`config.mk`:
```
export PLATFORM = sky130hd
export DESIGN_NAME = dma_complete_sched
export DESIGN_NICKNAME = d
export VERILOG_FILES = /design/src/rtl/dma_complete_sched_pkg.sv /design/src/rtl/dma_complete_sched_sat_updown_counter.sv /design/src/rtl/dma_complete_sched.sv
export SDC_FILE = /design/constraint.sdc
export NUM_CORES = 1
export LEC_CHECK = 0
export ABC_AREA = 1
export CELL_PAD_IN_SITES_DETAIL_PLACEMENT = 1
export CELL_PAD_IN_SITES_GLOBAL_PLACEMENT = 2
export CORE_ASPECT_RATIO = 1.1
export CORE_MARGIN = 2
export CORE_UTILIZATION = 21
export DETAILED_ROUTE_END_ITERATION = 16
export PLACE_DENSITY_LB_ADDON = 0.3
export SLEW_MARGIN = 5
export SYNTH_ARGS = -nofsm -noshare
export SYNTH_HDL_FRONTEND = slang
export SYNTH_SLANG_ARGS = --single-unit
```
`constraint.sdc`:
```
create_clock -name clk -period 2.46 [get_ports clk]
set_clock_uncertainty 0.05 [all_clocks]
set_input_delay 0.369 -clock clk [delete_from_list [all_inputs] [get_ports clk]]
set_output_delay 0.369 -clock clk [all_outputs]
set_load 0.01 [all_outputs]
```
`src/rtl/dma_complete_sched_pkg.sv`:
```
// dma_complete_sched_pkg: shared state encoding and counter sizing for the completion scheduler
package dma_complete_sched_pkg;

    typedef enum logic {
        PASS = 1'b0,
        CMPL = 1'b1
    } sched_state_t;

    // One guard bit above the counter width catches a saturating add before clamping
    localparam int SAT_GUARD_BITS = 1;

endpackage

```
`src/rtl/dma_complete_sched_sat_updown_counter.sv`:
```
// sat_updown_counter: up-by-value / down-by-one counter that clamps at all-ones and flags the clamp
module sat_updown_counter
    import dma_complete_sched_pkg::*;
#(
    parameter int WIDTH = 4
) (
    input  logic             clk,
    input  logic             reset_n,
    input  logic [WIDTH-1:0] inc,
    input  logic             dec,
    output logic [WIDTH-1:0] count,
    output logic             overflow
);

    localparam int SW = WIDTH + SAT_GUARD_BITS;

    logic          dec_ok;
    logic [SW-1:0] sum;

    // A decrement with nothing to take from is ignored rather than wrapping
    assign dec_ok   = dec && (count != '0 || inc != '0);
    assign sum      = SW'(count) + SW'(inc) - SW'(dec_ok);
    assign overflow = |sum[SW-1:WIDTH];

    always_ff @(posedge clk or negedge reset_n) begin
        if (!reset_n) count <= '0;
        else          count <= overflow ? '1 : sum[WIDTH-1:0];
    end

endmodule

```
`src/rtl/dma_complete_sched.sv`:
```
// dma_complete_sched: turns PS doorbell completion counts into one-cycle dma_complete pulses
// slotted into gaps of the AW address stream, dropping completions that have no open packet.
module dma_complete_sched
    import dma_complete_sched_pkg::*;
#(
    parameter int ADDR_WIDTH  = 12,
    parameter int BASE_ADDR   = 0,
    parameter int PEND_WIDTH  = 4,
    parameter int OUT_WIDTH   = 3,
    parameter int HOLDOFF_MAX = 16
) (
    input  logic                  clk,
    input  logic                  reset_n,
    input  logic [ADDR_WIDTH-1:0] s_addr_data,
    input  logic                  s_addr_valid,
    output logic                  s_addr_ready,
    output logic [ADDR_WIDTH-1:0] m_addr_data,
    output logic                  m_addr_valid,
    input  logic                  m_addr_ready,
    input  logic                  i_doorbell_valid,
    input  logic [PEND_WIDTH-1:0] i_doorbell_count,
    input  logic                  i_clear_flags,
    output logic                  o_dma_complete,
    output logic [PEND_WIDTH-1:0] o_pending_count,
    output logic [OUT_WIDTH-1:0]  o_open_count,
    output logic                  o_spurious,
    output logic                  o_overflow
);

    localparam int HW = $clog2(HOLDOFF_MAX + 1);

    sched_state_t    state, state_next;
    logic [HW-1:0]   holdoff;
    logic            in_pass, beat, wrap, pend_nz, open_nz;
    logic            go, drop, pend_ovf, open_ovf;

    assign in_pass      = state == PASS;
    assign m_addr_data  = s_addr_data;
    // Gating with reset_n keeps the stream closed while reset is held
    assign m_addr_valid = reset_n && in_pass && s_addr_valid;
    assign s_addr_ready = reset_n && in_pass && m_addr_ready;
    assign beat         = m_addr_valid && m_addr_ready;
    assign wrap         = beat && s_addr_data == ADDR_WIDTH'(BASE_ADDR);
    assign pend_nz      = o_pending_count != '0;
    assign open_nz      = o_open_count != '0;

    assign go   = in_pass && pend_nz && (open_nz || wrap) &&
                  (!s_addr_valid || holdoff == HW'(HOLDOFF_MAX));
    assign drop = in_pass && pend_nz && !open_nz && !wrap;

    assign o_dma_complete = state == CMPL;

    always_ff @(posedge clk or negedge reset_n) begin
        if (!reset_n) state <= PASS;
        else          state <= state_next;
    end

    always_comb begin
        state_next = state;
        if (state == CMPL) state_next = PASS;
        else if (go)       state_next = CMPL;
    end

    sat_updown_counter #(.WIDTH(PEND_WIDTH)) u_pending (
        .clk      (clk),
        .reset_n  (reset_n),
        .inc      (i_doorbell_valid ? i_doorbell_count : '0),
        .dec      (go || drop),
        .count    (o_pending_count),
        .overflow (pend_ovf)
    );

    sat_updown_counter #(.WIDTH(OUT_WIDTH)) u_open (
        .clk      (clk),
        .reset_n  (reset_n),
        .inc      (OUT_WIDTH'(wrap)),
        .dec      (o_dma_complete),
        .count    (o_open_count),
        .overflow (open_ovf)
    );

    always_ff @(posedge clk or negedge reset_n) begin
        if (!reset_n)                       holdoff <= '0;
        else if (o_dma_complete || !pend_nz) holdoff <= '0;
        else if (beat && holdoff != HW'(HOLDOFF_MAX)) holdoff <= holdoff + 1'b1;
    end

    // A set event in the same cycle as a clear takes priority
    always_ff @(posedge clk or negedge reset_n) begin
        if (!reset_n) begin
            o_spurious <= 1'b0;
            o_overflow <= 1'b0;
        end else begin
            o_spurious <= drop || (o_spurious && !i_clear_flags);
            o_overflow <= pend_ovf || open_ovf || (o_overflow && !i_clear_flags);
        end
    end

endmodule

```
==> results of run 1 <==
[routing by layer]
metal	up-vias	wire (um)	GRT usage
li1	658	-	-
met1	587	1501	0.1272
met2	42	1720	0.1991
met3	4	190	0.01702
met4	0	46	0.03896
met5	-	0	0
[final cells by class]
type	count	area (um^2)	area share
Tap cell	77	96.34	0.04516
Timing Repair Buffer	86	743.2	0.3484
Multi-Input combinational cell	107	750.7	0.3519
Sequential cell	15	375.4	0.1760
Clock buffer	3	41.29	0.01935
Clock inverter	1	7.507	0.003519
Inverter	31	118.9	0.05572
[what timing repair did]
item | in CTS | in global routing
resized for setup | 31 | 20
pin swaps | 17 | 17
setup endpoints to repair | 7 | 8
buffers inserted | 4 | 3
gates cloned | 0 | 0
[Yosys cell counts, types with 2 or more instances]
library cell / n
sky130_fd_sc_hd__a21oi_1: 6
sky130_fd_sc_hd__buf_4: 12
sky130_fd_sc_hd__dfrtp_1: 15
sky130_fd_sc_hd__fa_1: 2
sky130_fd_sc_hd__ha_1: 14
sky130_fd_sc_hd__inv_1: 29
sky130_fd_sc_hd__inv_2: 2
sky130_fd_sc_hd__nand2_1: 34
sky130_fd_sc_hd__nand3_1: 21
sky130_fd_sc_hd__nand3_2: 2
sky130_fd_sc_hd__nand3b_1: 3
sky130_fd_sc_hd__nor2_1: 15
sky130_fd_sc_hd__xnor2_1: 2
sky130_fd_sc_hd__xor2_1: 2
[logic make-up after synthesis]
group / synth area share
and+or+nand+nor: 0.3027
AOI/OAI and AO/OA: 0.02398
buffers and inverters: 0.1738
adders and majority gates: 0.1718
xor gates and xnor gates: 0.02798
DFF: 0.2997
[flip-flops by register name (all words and copies together) (netlist names)]
name,count
u_open.count,3
o_spurious,1
o_overflow,1
holdoff,5
o_dma_complete,1
u_pending.count,4
[worst min path at each step]
stage | slack (ns) | from | endpoint
2_1_floorplan | 0.02 | reset_n | holdoff[0]
3_3_place_gp | 0.43 | o_spurious | o_spurious
4_1_cts | 0.21 | reset_n | o_dma_complete
5_1_grt | 0.27 | reset_n | o_dma_complete
3_5_place_dp | 0.44 | o_spurious | o_spurious
6_report | 0.23 | reset_n | o_dma_complete
[worst max-delay path: stages (launching register included)]
cell                       delay (ns)
sky130_fd_sc_hd__dfrtp_1         0.39
sky130_fd_sc_hd__inv_2           0.06
sky130_fd_sc_hd__ha_2            0.17
sky130_fd_sc_hd__nand3_2         0.07
sky130_fd_sc_hd__nand2_1         0.08
sky130_fd_sc_hd__nand2_2         0.07
sky130_fd_sc_hd__nand2_2         0.09
sky130_fd_sc_hd__ha_4            0.20
sky130_fd_sc_hd__inv_4           0.05
sky130_fd_sc_hd__ha_4            0.12
sky130_fd_sc_hd__inv_2           0.03
sky130_fd_sc_hd__fa_2            0.33
sky130_fd_sc_hd__nand3b_1        0.18
sky130_fd_sc_hd__nand2_1         0.08
sky130_fd_sc_hd__nand2_1         0.06
sky130_fd_sc_hd__nand2_2         0.10
sky130_fd_sc_hd__nand3_1         0.08
[power by group]
group | switching [mW] | leakage (nW) | internal [mW]
clock network | 0.0970 | 0.0217 | 0.114
registers | 0.0322 | 0.176 | 0.306
logic | 0.421 | 0.874 | 0.442
==> results.md, run 1 <==
- Outcome: finished clean
- Peak clock frequency supported by timing: 430.1 MHz
- Die outline area: 0.006599 mm^2
- Top library cells by usage in the layout, fill and taps aside: sky130_fd_sc_hd__buf_4 (40), sky130_fd_sc_hd__clkdlybuf4s50_1 (30), sky130_fd_sc_hd__nand2_1 (28)
- Max-capacitance violation count: 0
- Clock latency of the later-clocked register in the worst-skew pair: 0.25 ns
- Die width: 77.64 um
- Sum of negative setup slack: 0 ns
- Worst VDD drop: 0.3297 mV
- Overall power: around 1.4 mW
- Arrival time at the worst endpoint: approximately 2.4 ns
- Drt wl/cell: roughly 11 um
- Flop-to-flop setup slack: about 0.14 ns
- Number of port buffers: 45
- YS warnings: 0
- First-pass GRT wire length: 5885 um
- Gate count of the mapped netlist: approximately 170
- Count of H-tree levels built during CTS: 1
- Number of standard cells in the final layout excluding fillers: 320
- Leakage: around 1.1 nW
- Most common library cell in the layout ignoring fill and taps: sky130_fd_sc_hd__buf_4
- DP HPWL: 2906 um
- CORE AREA: between 0.005 and 0.006 mm^2
- Flops & latches, synth: 15
- Worst Tran Pin Value: around 0.22 ns
- Relative max-transition margin: 0.8486
- Critical path capture point type: flop
- Total number of vias: around 1.3k
- Slack of the critical path: about 0.14 ns
- Post-synthesis cell type with the largest combined area: sky130_fd_sc_hd__dfrtp_1
- Number of iterations in the first detailed-routing pass: 2
- Worst hold-check path type: in -> async
- Clock transition at the register clock pins on the worst setup and hold paths after CTS: around 0.070 ns
- Summed area of non-filler cells in the final layout: 0.002133 mm^2
- Largest cells by area after synthesis: sky130_fd_sc_hd__dfrtp_1 (30%), sky130_fd_sc_hd__ha_1 (14%), sky130_fd_sc_hd__nand2_1 (10%), sky130_fd_sc_hd__inv_1 (8.7%), sky130_fd_sc_hd__nand3_1 (8.4%)
- Post-DRT Antenna Nets: 0
- TritonCTS buffer count: 3
- Maximum fanout along the worst path: 5
- Number of I/O pins: 46
- Most used flip-flop cell after synthesis: sky130_fd_sc_hd__dfrtp_1
- Aggregate global routing overflow: 0
- End of the critical path: u_pending.count[2]
- Share of synthesized area occupied by flip-flops and latches: 0.2997
- Unrepaired setup endpoints after global routing: yes
- Cell area after technology mapping: ~0.0013 mm^2
- Longest Clk Path Bufs: 2
- Power per standard cell area: 661.8 mW/mm^2
- Setup-failing EPs final: 0
- DRC viols: 0
- Root buffer selected by CTS: sky130_fd_sc_hd__clkbuf_8
- Post-placement cell area: slightly below 0.002 mm^2
- Fill cell instance count of the final layout: between 700 and 800
- CTS tree: built
- Effective utilization at floorplan: 0.2171
- Async S/R FF share, synth: 1.000
- Fraction of final layout cells sized beyond drive strength 1: 0.3210
- Total routed wirelength: 3459 um
- Placer Congestion: slightly above 0.7
- Tot GR Track Use: 0.1088
- Number of diodes: 0
- Required time at the endpoint of the critical path: ~2.5 ns
- Die Span Y: 85.00 um
- Area share of the largest cell type after synthesis: 0.2997
- Launch point of the worst reg-to-reg path: holdoff[0]
- Number of library cell types mapped by synthesis: 21
- Number of enable-type register cells in the synthesized netlist: 0
- Number of global-route vias before repair: between 1k and 1.5k
- Antenna violations before repair: 0
- Final worst path period need: around 2.3 ns
- Setup crit start: holdoff[0]
- Sinks on the clock net: 15
- Mapped Nets: 204
- Max-slew violations: 0
- # hold bufs at CTS: 0
- Crit path kind: reg -> reg
- Worst hold margin: ~0.23 ns
- Standard-cell rows: 29
- Detailed-route vias per instance: roughly 4.0
- Number of nets in the layout: between 200 and 300
- Post-synthesis area per instance: approximately 7.5 um^2
- Endpoint of the most critical register-to-register path: u_pending.count[2]
- Final critical-path share of the clock period: 0.9450
- Placed Instances: 310
- Cells on worst reg2reg path: 16
- Type of origin of the critical path: flop
- Final hold violation count: 0
- Starting DRC count in detailed routing: 9
- Post-layout util: 0.3698
- Layout Area Growth over Synthesis: 70.33%
- Minimum setup slack after placement: -0.5987 ns
- Pin count of the biggest net entering global routing: 17
Power figures use the tool's default switching activity.
==> inputs of run 2 (changes only) <==
--- a/config.mk
+++ b/config.mk
@@ -6,6 +6,7 @@
 export NUM_CORES = 1
 export LEC_CHECK = 0
 export ABC_AREA = 1
+export CAP_MARGIN = 10
 export CELL_PAD_IN_SITES_DETAIL_PLACEMENT = 1
 export CELL_PAD_IN_SITES_GLOBAL_PLACEMENT = 2
 export CORE_ASPECT_RATIO = 1.1
==> results of run 2 <==
The final DEF is identical to that of run 1; final timing and power are the same.
==> inputs of run 3 (changes only) <==
--- a/config.mk
+++ b/config.mk
@@ -14,7 +14,7 @@
 export CORE_UTILIZATION = 21
 export DETAILED_ROUTE_END_ITERATION = 16
 export PLACE_DENSITY_LB_ADDON = 0.3
-export SLEW_MARGIN = 5
+export SLEW_MARGIN = 0
 export SYNTH_ARGS = -nofsm -noshare
 export SYNTH_HDL_FRONTEND = slang
 export SYNTH_SLANG_ARGS = --single-unit
==> results of run 3 <==
The final DEF is identical to that of run 1; final timing and power are the same.
